File: config.mk
export PLATFORM = sky130hd
export DESIGN_NAME = data_cache
export DESIGN_NICKNAME = d
export VERILOG_FILES = /design/src/rtl/data_cache.sv
export SDC_FILE = /design/constraint.sdc
export NUM_CORES = 1
export LEC_CHECK = 0
export CAP_MARGIN = 30
export CORE_UTILIZATION = 43
export DETAILED_ROUTE_END_ITERATION = 8
export DONT_BUFFER_PORTS = 1
export PLACE_DENSITY = 0.65
export SKIP_LAST_GASP = 1
export SYNTH_ARGS = -nofsm -noshare
export SYNTH_HDL_FRONTEND = slang
export SYNTH_SLANG_ARGS = --single-unit
File: constraint.sdc
create_clock -name clk -period 17.5 [get_ports clk]
set_input_delay 0 -clock clk [delete_from_list [all_inputs] [get_ports clk]]
set_output_delay 0 -clock clk [all_outputs]
set_load 0.05 [all_outputs]
File: src/rtl/data_cache.sv
// Direct-mapped, write-through, no-write-allocate data cache with one-word lines.
// Read hits answer combinationally; misses and every store stall the CPU behind a valid/ack memory transaction.
module data_cache #(
    parameter int NUM_SETS = 8
) (
    input  logic        clk,
    input  logic        reset,
    input  logic        cpu_re,
    input  logic        cpu_we,
    input  logic        cpu_byte,
    input  logic [31:0] cpu_addr,
    input  logic [31:0] cpu_wdata,
    output logic [31:0] cpu_rdata,
    output logic        stall,
    output logic        mem_req,
    output logic        mem_we,
    output logic [31:0] mem_addr,
    output logic [31:0] mem_wdata,
    output logic [3:0]  mem_be,
    input  logic        mem_ack,
    input  logic [31:0] mem_rdata
);

    localparam int IDX_W = $clog2(NUM_SETS);
    localparam int TAG_W = 30 - IDX_W;

    typedef enum logic [1:0] {IDLE, FILL, WRITE, WDONE} state_t;

    state_t              state;
    logic [NUM_SETS-1:0] valid;
    logic [TAG_W-1:0]    tag_mem  [NUM_SETS];
    logic [31:0]         data_mem [NUM_SETS];

    logic [1:0]       offset;
    logic [IDX_W-1:0] index;
    logic [TAG_W-1:0] tag;
    logic             hit;
    logic [31:0]      line_word;
    logic [7:0]       byte_val;
    logic [31:0]      merged;

    assign offset    = cpu_addr[1:0];
    assign index     = cpu_addr[IDX_W+1:2];
    assign tag       = cpu_addr[31:IDX_W+2];
    assign hit       = valid[index] && (tag_mem[index] == tag);
    assign line_word = data_mem[index];
    assign byte_val  = line_word[8*offset +: 8];
    assign cpu_rdata = cpu_byte ? {24'b0, byte_val} : line_word;

    assign mem_addr  = {cpu_addr[31:2], 2'b00};
    assign mem_wdata = cpu_byte ? {4{cpu_wdata[7:0]}} : cpu_wdata;
    assign mem_be    = cpu_byte ? (4'b0001 << offset) : 4'b1111;

    // A store hit only updates the lanes it enables; the rest of the line is kept.
    genvar gi;
    generate
        for (gi = 0; gi < 4; gi++) begin : g_merge
            assign merged[8*gi +: 8] = mem_be[gi] ? mem_wdata[8*gi +: 8] : line_word[8*gi +: 8];
        end
    endgenerate

    always_comb begin
        stall = 1'b0;
        case (state)
            IDLE:        stall = cpu_we | (cpu_re & ~hit);
            FILL, WRITE: stall = 1'b1;
            default:     stall = 1'b0;
        endcase
    end

    always_ff @(posedge clk or posedge reset) begin
        if (reset) begin
            state   <= IDLE;
            valid   <= '0;
            mem_req <= 1'b0;
            mem_we  <= 1'b0;
        end else begin
            case (state)
                IDLE: begin
                    if (cpu_we) begin
                        state   <= WRITE;
                        mem_req <= 1'b1;
                        mem_we  <= 1'b1;
                    end else if (cpu_re && !hit) begin
                        state   <= FILL;
                        mem_req <= 1'b1;
                        mem_we  <= 1'b0;
                    end
                end
                FILL: begin
                    if (mem_ack) begin
                        valid[index] <= 1'b1;
                        state        <= IDLE;
                        mem_req      <= 1'b0;
                    end
                end
                WRITE: begin
                    if (mem_ack) begin
                        state   <= WDONE;
                        mem_req <= 1'b0;
                        mem_we  <= 1'b0;
                    end
                end
                default: state <= IDLE;
            endcase
        end
    end

    // Tag and data arrays carry no reset; the valid bits alone qualify them.
    always_ff @(posedge clk) begin
        if (state == FILL && mem_ack) begin
            tag_mem[index]  <= tag;
            data_mem[index] <= mem_rdata;
        end else if (state == WRITE && mem_ack && hit) begin
            data_mem[index] <= merged;
        end
    end

endmodule

==> results.ini, run 1 <==
[logic_synthesis]
ys_seq_area_frac = 0.714
synthCells = 1261
synth-edff-count = 472
synth_mux_area_frac = 0.106
synth_seq_cells = 484
ys_types = 55
syn-cell-area_sq_um = 20300
synth_simple_gate_area_share = 0.0464
yosys_warnings = 0
synthArstFlopShare = 0.0248
synthAdderAreaFrac = 0.00247
synth_xor_xnor_area_share = 0.00778
syn_avg_cell_area_sq_um = 16.1
ys.flop_type = edfxtp_1
synth_compound_area_frac = 0.0862
synth_top_family_by_area = multiplexers

[drt]
wire_per_inst_um = 25.9
dr.first_iter.drc_count = 1179
drc = 0
drt-total-wl_mm = 51.4
firstDrtPassIters = 5
vias = 11700
via_per_inst = 5.91
antenna_left = 0

[worst_setup_path]
startpoint = tag_mem[7][22]$_DFFE_PP_
r2r_end = data_mem[3][2]$_DFFE_PP_
setup.worst_path.end = data_mem[3][2]$_DFFE_PP_
worst-path-max-fanout = 32
startpoint_type = flip-flop
reg2regPathDepth = 10
r2r_slack_ps = 13020
required_ps = 17790
worst-setup-path-type = flip-flop to flip-flop
r2r_start = tag_mem[7][22]$_DFFE_PP_
critPathArrivalTime_ps = 4770
crit_path_end_kind = flip-flop

[global_routing]
overflow = 0
grt_max_degree = 102
grt_first_pass_wirelength_mm = 75.2
grt_pass1_vias = 11500
track_usage = 0.215
antenna_found_initial = 2

[timing]
period_needed_ps = 4480
rsz0062_at_grt = false
skew_ps = 29.1
fin_tns_setup_ps = 0
hold_viol_final = 0
tightest_slew_ps = 1170
fmax_mhz = 223
min_period_over_period = 0.256
slew_violations = 0
fin_ws_ps = 13020
relSlewSlack = 0.219
setup_viol = 0

[pwr]
ir_drop_mv = 0.0797
p_leak_uw = 0.00772
powerDensity_nw_per_um2 = 112

[cts]
cts_sinks = 484
post_cts_buffers = 0
htree_levels = 2
clkTransAtPathRegs_ps = 60
clock_latency_ps = 580
clockBufferDepth = 3
ctsHoldBuffers = 75
cts-root-buf = clkbuf_16
tritoncts = yes
cts-resized-gates = 0
cts_inserted_buffers = 49

[final_layout]
multi_input_area_sq_um = 5180
areaGrowthSynthToFinish_pct = 15.1
layout.nets = 1448
drive_above_1_share = 0.165
nFillCells = 3753
seqCellArea_sq_um = 14500

[flow_run]
cap_viol_max_count = 0

[worst_hold_path]
hold_class = input pin to primary output
min_from = cpu_addr[25]

[floorplan]
die_h_um = 219
dieArea_sq_um = 48000
io_pins = 205
fp-row-count = 79
core_sq_um = 46600
start_util = 0.435
die_width_um = 219

[place]
place_ws_ps = 13410
hpwl_mm = 29.8
finalWeightedCongestion = 0.852
io_buffers = 0

[run_status]
status = completed

## power by group
group,switching [uW],internal (uW),leakage (uW)
clock,430,552,0.000744
combinational,198,104,0.00259
sequential,23.4,1320,0.00439
## worst min-delay path by stage
stage                                end  slack [ps]  depth (start not counted)
floorplan            mem_req$_DFFE_PP0P_        -140                          1
finish                      mem_addr[25]        0.01                          0
detailed placement   mem_req$_DFFE_PP0P_         -60                          1
global route                mem_addr[25]         0.1                          0
CTS                         mem_addr[30]         0.4                          0
global placement    state[1]$_DFFE_PP0P_         -80                          1
## critical path: stages, from the launching register on
cell and delay (ps):
edfxtp_1 370, mux4_2 490, mux2i_1 170, xnor2_1 100, a2111oi_2 320, nand4_1 210
or4_1 690, nor3_4 220, buf_4 550, mux2_1 380, dlygate4sd3_1 670
## cell families (layout without fill, tap and decap cells)
| family | count (synthesis) | in the layout |
|---|---|---|
| and+or+nand+nor | 200 | 200 |
| xor gates and xnor gates | 18 | 18 |
| DFF | 484 | 484 |
| AOI/OAI and AO/OA | 250 | 250 |
| adders and majority gates | 4 | 4 |
| other | 1 | 3 |
| buffers and inverters | 141 | 258 |
| muxes | 163 | 163 |
## cell usage in the layout, fill, tap and decap left out, types with 22 or more instances in the layout
cell type	instances
a21oi_1	22
a221oi_1	40
a22oi_1	69
buf_4	40
clkbuf_16	50
dlygate4sd3_1	75
edfxtp_1	472
inv_1	31
mux2_1	28
mux2_2	28
mux2i_1	72
mux4_2	35
nand2_1	67
nor2_1	51
o21ai_0	41
o21ai_1	24
## final cells by class
class                   instances  area share
inverters                      34     0.00547
clock buffers                  53      0.0541
repair buffers                136      0.0546
clock inverters                35      0.0107
multi-input cells             637       0.222
flip-flops and latches        484       0.620
well taps                     607      0.0326
diodes                          1    0.000107
## state kept, by name (all words and copies together) (netlist names)
signal	flops
tag_mem	216
mem_req	1
mem_we	1
data_mem	256
state	2
valid	8
## cell usage after synthesis (5+ instances only)
| library cell | number | share of area |
|---|---|---|
| edfxtp_1 | 472 | 0.70 |
| mux2i_1 | 72 | 0.036 |
| a22oi_1 | 69 | 0.026 |
| nand2_1 | 67 | 0.012 |
| o21ai_0 | 65 | 0.016 |
| nor2_1 | 58 | 0.011 |
| buf_4 | 44 | 0.016 |
| a221oi_1 | 40 | 0.017 |
| clkbuf_1 | 37 | 0.0069 |
| mux4_2 | 35 | 0.039 |
| inv_1 | 31 | 0.0057 |
| mux2_1 | 28 | 0.016 |
| mux2_2 | 28 | 0.016 |
| a21oi_1 | 22 | 0.0054 |
| a22o_1 | 16 | 0.0069 |
| nor3_1 | 15 | 0.0037 |
| and3_1 | 14 | 0.0043 |
| buf_2 | 14 | 0.0035 |
| dfrtp_1 | 12 | 0.015 |
| xnor2_1 | 12 | 0.0052 |
| nor2b_1 | 10 | 0.0031 |
| nand4_1 | 9 | 0.0028 |
| or2_2 | 9 | 0.0028 |
| buf_1 | 6 | 0.0011 |
| buf_6 | 6 | 0.0033 |
| o22ai_1 | 6 | 0.0019 |
| xor2_1 | 6 | 0.0026 |
| a211oi_1 | 5 | 0.0019 |
| a21o_1 | 5 | 0.0019 |
## stage by stage
step                area, sq um  hold slack, ps  utilization  power [uW]  std cells
finish                    23300          0.0118        0.501        2620       1987
global route              23300           0.113        0.501        2700       1987
CTS                       23300           0.388        0.501        2640       1983
detailed placement        21000           -63.3        0.452        1640       1820
global placement          20800           -78.9        0.446        1630       1791
floorplan                 20300            -135            -        1590       1262
## per-layer routing
metal,track usage,part of all wire
met5,0,0
met4,0.0713,0.028
met3,0.0407,0.075
met2,0.346,0.49
met1,0.294,0.41
Power figures use the tool's default switching activity.
==> run 2, diff against run 1 <==
--- a/config.mk
+++ b/config.mk
@@ -9,7 +9,7 @@
 export CORE_UTILIZATION = 43
 export DETAILED_ROUTE_END_ITERATION = 8
 export DONT_BUFFER_PORTS = 1
-export PLACE_DENSITY = 0.65
+export PLACE_DENSITY = 0.67
 export SKIP_LAST_GASP = 1
 export SYNTH_ARGS = -nofsm -noshare
 export SYNTH_HDL_FRONTEND = slang
==> constraint.sdc (replaced) <==
create_clock -name clk -period 3.7 [get_ports clk]
set_input_delay 0 -clock clk [delete_from_list [all_inputs] [get_ports clk]]
set_output_delay 0 -clock clk [all_outputs]
set_load 0.05 [all_outputs]
==> results.ini, run 2 (synthesis results as in run 1) <==
[run_status]
status = finished, violations left
violations = hold timing

[timing]
rsz0062_at_grt = false
holdWs_ps = -6.49
fin_ws_ps = 236
min_period_over_period = 0.936
hold_viol_final = 1
tightest_slew_ps = 1030
period_needed_ps = 3460
slew_violations = 0
setup_viol = 0
skew_ps = 20.3
fmax_mhz = 289
relSlewSlack = 0.306

[cts]
htree_levels = 2
cts_inserted_buffers = 50
clock_latency_ps = 590
post_cts_buffers = 0
cts-root-buf = clkbuf_16
clockBufferDepth = 3
clkTransAtPathRegs_ps = 60
tritoncts = yes
cts_sinks = 484

[final_layout]
layout.nets = 1477
drive_above_1_share = 0.187
top_register = data_mem
largest_register_ffs = 256
seqCellArea_sq_um = 14500
layout_commonest_cell = edfxtp_1
multi_input_area_sq_um = 5240
areaGrowthSynthToFinish_pct = 17.4
nFillCells = 3722
top_regs = data_mem: 256 flops, tag_mem: 216 flops, valid: 8 flops
layout_common_cells = 472 x edfxtp_1, 75 x dlygate4sd3_1, 72 x mux2i_1

[drt]
wire_per_inst_um = 25.2
drt-total-wl_mm = 50.9
via_per_inst = 5.86
drc = 0
dr.first_iter.drc_count = 1213
vias = 11800
antenna_left = 0
firstDrtPassIters = 5

[floorplan]
io_pins = 205
die_width_um = 219
core_sq_um = 46600
fp-row-count = 79
dieArea_sq_um = 48000
die_h_um = 219
start_util = 0.435

[worst_setup_path]
path_delay_family = multiplexers
crit_path_max_incr_delay_ps = 610
required_ps = 3990
crit_path_end_kind = flip-flop
cp_cell_sequence = mux4_2 > mux2i_1 > xnor2_1 > a21oi_1 > buf_4 > nand4_1 > or4_4 > nor3_4 > buf_12 > mux2_1
critPathArrivalTime_ps = 3760
worst-path-max-fanout = 32
crit_buf_inv = 2
slowest_stage = or4_4
worst-setup-path-type = flip-flop to flip-flop
startpoint_type = flip-flop

[place]
hpwl_mm = 29.3
io_buffers = 0
finalWeightedCongestion = 0.805
place_ws_ps = 140

[global_routing]
track_usage = 0.212
grt_max_degree = 104
overflow = 0
grt_first_pass_wirelength_mm = 74.4
antenna_found_initial = 2
grt_pass1_vias = 11600

[worst_hold_path]
hold_class = input pin to flip-flop

[flow_run]
cap_viol_max_count = 0

[pwr]
p_leak_uw = 0.00799
ir_drop_mv = 0.485
powerDensity_nw_per_um2 = 541

## run 2: cell type report
class / instances / area share
Sequential cell: 484 / 0.608
Multi-Input combinational cell: 637 / 0.220
Timing Repair Buffer: 164 / 0.0647
Clock buffer: 57 / 0.0537
Tap cell: 607 / 0.0319
Clock inverter: 33 / 0.0154
Inverter: 34 / 0.00542
Antenna cell: 1 / 0.000105
## run 2: through the flow
stage	setup TNS [ps]	instances	util	area [sq um]	power, uW
finish	0	2017	0.511	23800	12900
global route	0	2017	0.511	23800	13200
CTS	0	2013	0.511	23800	12900
detailed placement	0	1848	0.459	21400	7810
global placement	0	1837	0.458	21300	7780
floorplan	-91270	1262	-	20400	7560
## run 2: worst paths after layout
kind,cells past startpoint,endpoint,from,slack (ps)
min in group asynchronous,3,mem_we$_DFFE_PP0P_,reset,450
worst max register to register,10,data_mem[2][27]$_DFFE_PP_,tag_mem[7][4]$_DFFE_PP_,240
max in group asynchronous,3,valid[5]$_DFFE_PP0P_,reset,2870
worst max-delay path,10,data_mem[2][27]$_DFFE_PP_,tag_mem[7][4]$_DFFE_PP_,240
worst min-delay path,5,mem_we$_DFFE_PP0P_,cpu_addr[28],-6
worst min register to register,1,valid[4]$_DFFE_PP0P_,valid[4]$_DFFE_PP0P_,470
## run 2: where the power goes
group,total [uW],internal (uW),switching [uW]
registers,6340,6230,108
clock network,5040,2980,2060
logic,1490,538,953
total,12900,9740,3120
## run 2: timing repair
item | CTS | global route
gates resized for setup | 0 | 1
hold buffers | 75 | 0
endpoints found under the hold margin | 686 | 0
endpoints found under the setup margin | 0 | 249
## run 2: per-layer routing
| layer | track usage | up-vias | wire length [um] |
|---|---|---|---|
| met5 | 0 | - | 12 |
| met4 | 0.0780 | 2 | 1580 |
| met3 | 0.0380 | 102 | 4130 |
| met2 | 0.340 | 601 | 24500 |
| met1 | 0.289 | 5952 | 20700 |
| li1 | - | 5167 | - |
## run 2: worst reg2reg max path, stage by stage, from the launching register on
cell and delay (ps):
edfxtp_1 350, mux4_2 470, mux2i_1 180, xnor2_1 100, a21oi_1 210, buf_4 170, nand4_1 100, or4_4 610
nor3_4 220, buf_12 270, mux2_1 500
